### src/rtl/text_cursor_ctrl.sv
// Write-side controller for the VGA text-mode character RAM.
// Tracks the cursor and sequences char, erase, line-clear and screen-clear writes.
module text_cursor_ctrl #(
  parameter int          COLS   = 71,
  parameter int          ROWS   = 30,
  parameter int          ADDR_W = 12,
  parameter logic [7:0]  BLANK  = 8'h20
) (
  input  logic              clk,
  input  logic              clrn,
  input  logic              in_valid,
  input  logic [7:0]        in_data,
  output logic              in_ready,
  input  logic              clr_req,
  output logic              ram_we,
  output logic [ADDR_W-1:0] ram_waddr,
  output logic [7:0]        ram_wdata,
  output logic [4:0]        cur_row,
  output logic [6:0]        cur_col,
  output logic              busy
);

  localparam int TOTAL = ROWS * COLS;

  typedef enum logic [1:0] {
    IDLE,
    CLR_LINE,
    CLR_ALL
  } state_t;

  state_t state, state_d;

  logic              pend, pend_d;
  logic [4:0]        row_d;
  logic [6:0]        col_d;
  logic              we_d;
  logic [ADDR_W-1:0] waddr_d;
  logic [7:0]        wdata_d;
  logic [ADDR_W-1:0] sweep, sweep_d;
  logic [ADDR_W-1:0] last, last_d;
  logic [ADDR_W-1:0] cur_addr;
  logic [ADDR_W-1:0] nl_base;
  logic [4:0]        nl_row;
  logic              nl;
  logic              accept;
  logic              printable;
  logic              is_cr;
  logic              is_bs;

  assign cur_addr  = ADDR_W'(cur_row) * ADDR_W'(COLS)
                   + ADDR_W'(cur_col);
  assign nl_row    = (cur_row == 5'(ROWS - 1)) ? 5'd0
                   : cur_row + 5'd1;
  assign nl_base   = ADDR_W'(nl_row) * ADDR_W'(COLS);

  assign in_ready  = (state == IDLE) && !pend;
  assign busy      = (state != IDLE) || pend;
  // A same-cycle clear request takes priority over the byte.
  assign accept    = in_valid && in_ready && !clr_req;

  assign printable = (in_data >= 8'h20) && (in_data <= 8'h7E);
  assign is_cr     = (in_data == 8'h0D);
  assign is_bs     = (in_data == 8'h08);

  always_comb begin
    state_d = state;
    pend_d  = pend | clr_req;
    row_d   = cur_row;
    col_d   = cur_col;
    we_d    = 1'b0;
    waddr_d = ram_waddr;
    wdata_d = ram_wdata;
    sweep_d = sweep;
    last_d  = last;
    nl      = 1'b0;
    unique case (state)
      IDLE: begin
        if (clr_req || pend) begin
          state_d = CLR_ALL;
          pend_d  = 1'b0;
          row_d   = 5'd0;
          col_d   = 7'd0;
          sweep_d = '0;
          last_d  = ADDR_W'(TOTAL - 1);
        end else if (accept) begin
          unique case (1'b1)
            printable: begin
              we_d    = 1'b1;
              waddr_d = cur_addr;
              wdata_d = in_data;
              if (cur_col == 7'(COLS - 1))
                nl = 1'b1;
              else
                col_d = cur_col + 7'd1;
            end
            is_cr: nl = 1'b1;
            is_bs: begin
              // Previous cell is always cur_addr-1, even across rows.
              if (cur_col != 7'd0 || cur_row != 5'd0) begin
                we_d    = 1'b1;
                waddr_d = cur_addr - ADDR_W'(1);
                wdata_d = BLANK;
                if (cur_col != 7'd0) begin
                  col_d = cur_col - 7'd1;
                end else begin
                  row_d = cur_row - 5'd1;
                  col_d = 7'(COLS - 1);
                end
              end
            end
            default: ;
          endcase
        end
      end
      CLR_LINE, CLR_ALL: begin
        we_d    = 1'b1;
        waddr_d = sweep;
        wdata_d = BLANK;
        sweep_d = sweep + ADDR_W'(1);
        if (sweep == last)
          state_d = IDLE;
      end
      default: state_d = IDLE;
    endcase
    if (nl) begin
      row_d   = nl_row;
      col_d   = 7'd0;
      state_d = CLR_LINE;
      sweep_d = nl_base;
      last_d  = nl_base + ADDR_W'(COLS - 1);
    end
  end

  always_ff @(posedge clk or negedge clrn) begin
    if (!clrn) begin
      state     <= IDLE;
      pend      <= 1'b0;
      cur_row   <= 5'd0;
      cur_col   <= 7'd0;
      ram_we    <= 1'b0;
      ram_waddr <= '0;
      ram_wdata <= 8'd0;
      sweep     <= '0;
      last      <= '0;
    end else begin
      state     <= state_d;
      pend      <= pend_d;
      cur_row   <= row_d;
      cur_col   <= col_d;
      ram_we    <= we_d;
      ram_waddr <= waddr_d;
      ram_wdata <= wdata_d;
      sweep     <= sweep_d;
      last      <= last_d;
    end
  end

endmodule

### config.mk
export PLATFORM = sky130hd
export DESIGN_NAME = text_cursor_ctrl
export DESIGN_NICKNAME = d
export VERILOG_FILES = /design/src/rtl/text_cursor_ctrl.sv
export SDC_FILE = /design/constraint.sdc
export NUM_CORES = 1
export LEC_CHECK = 0
export CAP_MARGIN = 20
export CORE_ASPECT_RATIO = 0.75
export CORE_UTILIZATION = 42
export CTS_CLUSTER_SIZE = 25
export DETAILED_ROUTE_END_ITERATION = 6
export GPL_TIMING_DRIVEN = 0
export PLACE_DENSITY = 0.7
export SYNTH_ARGS = -nofsm -noshare
export SYNTH_HDL_FRONTEND = slang
export SYNTH_SLANG_ARGS = --single-unit
export TNS_END_PERCENT = 100
### constraint.sdc
create_clock -name clk -period 5.2 [get_ports clk]
set_input_delay 0.52 -clock clk [delete_from_list [all_inputs] [get_ports clk]]
set_output_delay 0.52 -clock clk [all_outputs]
set_load 0.02 [all_outputs]
==> results.toml <==
[run_status]
status = "finished clean"

[global_routing]
grt_max_degree = 40
antenna_found_initial = 0
grt-ovfl-total = 0
grt_use_total_pct = 23.76
grt_pass1_vias = 4684
grt_pass1_wl_um = 24450

[placement]
place_hpwl_um = 11290
port_buffers = 46
gp_congestion = 0.8974

[setup_path]
r2r_cells = 16
critPathLaunchType = "register"
regToRegStartpoint = "cur_row[0]$_DFFE_PN0P_"
rrSetupSlack_ps = 460
path_cells = "ha_1 -> nand2_1 -> o21ai_1 -> inv_1 -> fa_1 -> inv_1 -> ha_1 -> ha_1 -> ha_1 -> o21ai_1 -> nor2_1 -> o32a_1 -> xnor2_2 -> nor4_2 -> xor2_1 -> a21oi_1"
worstReg2RegEnd = "last[11]$_DFFE_PN0P_"
path_buf_inv = 2
crit_path_frequent_cell = "ha_1"
critPathCaptureType = "register"
crit_fanout = 13
critPathCapture = "last[11]$_DFFE_PN0P_"
cpLargestDelayFamily = "adder cells"
crit_slowest_cell = "dfrtp_1"
worstSetupPathType = "register to register"
startpoint = "cur_row[0]$_DFFE_PN0P_"
cp.required_ps = 5400
cp.depth = 16
slowest_delay_ps = 670
arrival_ps = 4940

[synthesis]
syn_nets = 698
ys_seq_area_share_pct = 28.10
yosysTopAreaCellShare_pct = 28.10
yosysTopAreaCell = "dfrtp_1"
synth_edf_count = 0
ys_top_cells_by_area = "dfrtp_1 28%, ha_1 13%, xor2_1 4.6%"
synth_area_per_cell_sq_um = 8.659
synth_ff_type = "dfrtp_1"
synth-warning-count = 0
ys_ff_latch = 60
synthesis.area_sq_um = 5343
syn-instance-count = 617
yosysUniqueCellTypes = 76
synth_async_sr_flop_share_pct = 100.0

[final_layout]
antenna_cells = 0
fin_nets = 757
area_delta_synth_final_pct = 19.41
drive_gt1_share_pct = 8.957

[routing]
wl_per_cell_um = 17.47
postRouteAntennaNets = 0
drc = 0
route.met2.wl_um = 6098
via_per_inst = 5.754
first_pass_iters = 6
wl_met3_um = 1158
dr.first_iter.drc_count = 417
routed.top_layer = "met4"
vias = 4874
routed_wl_um = 14800
wl_met1_um = 7326

[sta]
timing.hold.ws_ps = 168.6
period_share_pct = 91.16
grt_setup_unrepaired = "false"
skew_ps = 5.445
slew_headroom_pct = 49.15
slew_violations = 0
hold_violations = 0
setup_viol = 0
period_minus_slack_ps = 4740
worst_pin_slew_ps = 759.9
fmax_ghz = 0.2110
finalSetupTns_ps = 0

[power_and_ir_drop]
ir_worst_vdd_v = 0.0002423
p_leak_nw = 2.880
power.total_mw = 3.136
powerDensity_nw_per_um2 = 491.6

[floorplanning]
ios = 47
rows = 35
core_sq_um = 12350
initial_utilization_pct = 43.26
die_area_sq_um = 13180
fp.dieW_um = 132.2
die_y_um = 99.68

[clocking]
cts_root_buffer = "clkbuf_16"
numCtsBuffers = 9
tritoncts = "done"
clockBufferDepth = 2
cts_num_sinks = 60
h-tree-depth = 3
clkTransAtPathRegs_ps = 60
clk_latency_ps = 330

[hold_path]
hold_class = "primary input to async pin"

[flow_run]
drv_cap = 0
==> stage by stage <==
| step | worst slack [ps] | instance area (sq um) | utilization [%] | std cells |
|---|---|---|---|---|
| 5_1_grt | 55.72 | 6380 | 51.66 | 847 |
| 6_report | 459.5 | 6380 | 51.66 | 847 |
| 3_5_place_dp | -312.3 | 6026 | 48.79 | 830 |
| 2_1_floorplan | 333.6 | 5343 | - | 617 |
| 4_1_cts | 1.271 | 6364 | 51.53 | 847 |
| 3_3_place_gp | -160.8 | 6011 | 48.67 | 829 |
==> Yosys cell counts, types with 3 or more instances <==
cell / n
o211a_1: 3
nand3b_1: 4
ha_1: 57
or3_1: 6
or3b_1: 3
a22oi_1: 4
inv_1: 43
a41oi_1: 3
xor2_1: 28
o21ai_0: 42
buf_4: 5
buf_2: 4
a21oi_1: 30
dfrtp_1: 60
fa_1: 12
a31oi_1: 11
and3_1: 7
o211ai_1: 5
clkbuf_1: 10
nand2_1: 59
nor3_1: 17
nor2_1: 60
a2bb2oi_1: 3
nand2b_1: 8
o221ai_1: 5
a21o_1: 4
a211oi_1: 4
o21ai_1: 12
mux2i_1: 5
nor4_1: 5
nand3_1: 14
or2_2: 4
o31ai_1: 6
nor4b_1: 4
nand4_1: 6
xnor2_1: 15
==> placed cells by master (no fill, tap or decap), types with 6 or more instances in the layout <==
master,count
nor3_1,17
dfrtp_1,59
o21ai_0,40
a21oi_1,30
clkbuf_1,10
or3_1,6
o31ai_1,6
a31oi_1,11
nand3_1,14
clkbuf_16,9
o21ai_1,14
clkdlybuf4s50_1,45
inv_1,43
xor2_1,28
nor2_1,59
nand2_1,59
nand2b_1,8
buf_4,6
ha_1,57
nand4_1,6
and3_1,7
fa_1,12
xnor2_1,14
==> state kept, by name (all words and copies together), names as in the netlist <==
name	count
cur_row	5
last	12
ram_we	1
cur_col	7
state	2
sweep	12
ram_waddr	12
pend	1
ram_wdata	8
==> worst register-to-register path: cells and delay by family (launching register included) <==
kind | cells | cell delay (ps)
buf+inv | 2 | 190
simple gates | 3 | 510
xor+xnor | 2 | 370
flops | 1 | 670
fa+ha+maj | 5 | 1730
compound gates | 4 | 1120
==> timing repair <==
action,4_1_cts,5_1_grt
endpoints found under the hold margin,0,0
pin swaps,1,0
buffers inserted,1,0
resized for setup,2,5
hold buffers,0,0
endpoints found under the setup margin,5,6
==> worst min path at each step <==
stage,startpoint,end,slack (ps),depth (start not counted)
floorplan,clrn,cur_col[0]$_DFFE_PN0P_,220,0
global placement,ram_wdata[4]$_DFFE_PN0P_,ram_wdata[4]$_DFFE_PN0P_,450,2
detailed placement,ram_wdata[0]$_DFFE_PN0P_,ram_wdata[0]$_DFFE_PN0P_,460,2
CTS,clrn,ram_waddr[3]$_DFFE_PN0P_,170,1
global route,clrn,ram_waddr[7]$_DFFE_PN0P_,200,1
finish,clrn,ram_waddr[10]$_DFFE_PN0P_,170,1
==> where the power goes <==
group	total (mW)	switching, mW	internal (mW)	leakage, nW
registers	0.654	0.0918	0.562	0.781
logic	1.83	1.10	0.725	1.94
clock network	0.655	0.234	0.422	0.156
total	3.14	1.43	1.71	2.88
==> cells by family after synthesis <==
group,Yosys count,share of synthesized area [%]
DFF,60,28.10
muxes,6,1.148
AOI/OAI and AO/OA,156,19.34
adders and majority gates,69,17.85
and+or+nand+nor,220,21.64
xor gates and xnor gates,43,7.049
buffers and inverters,63,4.871
==> final cells by class <==
type | count | area [sq um]
well taps | 166 | 207.7
fillers | 1159 | 5969
clock buffers | 9 | 225.2
multi-input cells | 494 | 3602
repair buffers | 48 | 483.0
inverters | 43 | 161.4
plain buffers | 20 | 98.84
flip-flops and latches | 60 | 1503
clock inverters | 7 | 98.84
==> per-layer routing <==
layer / up-vias / GRT usage [%]
met5: - / 0
met4: 0 / 5.482
met3: 21 / 6.167
met2: 203 / 34.39
met1: 2308 / 35.10
li1: 2342 / -
Note: power is estimated with default switching activity, not from simulation.
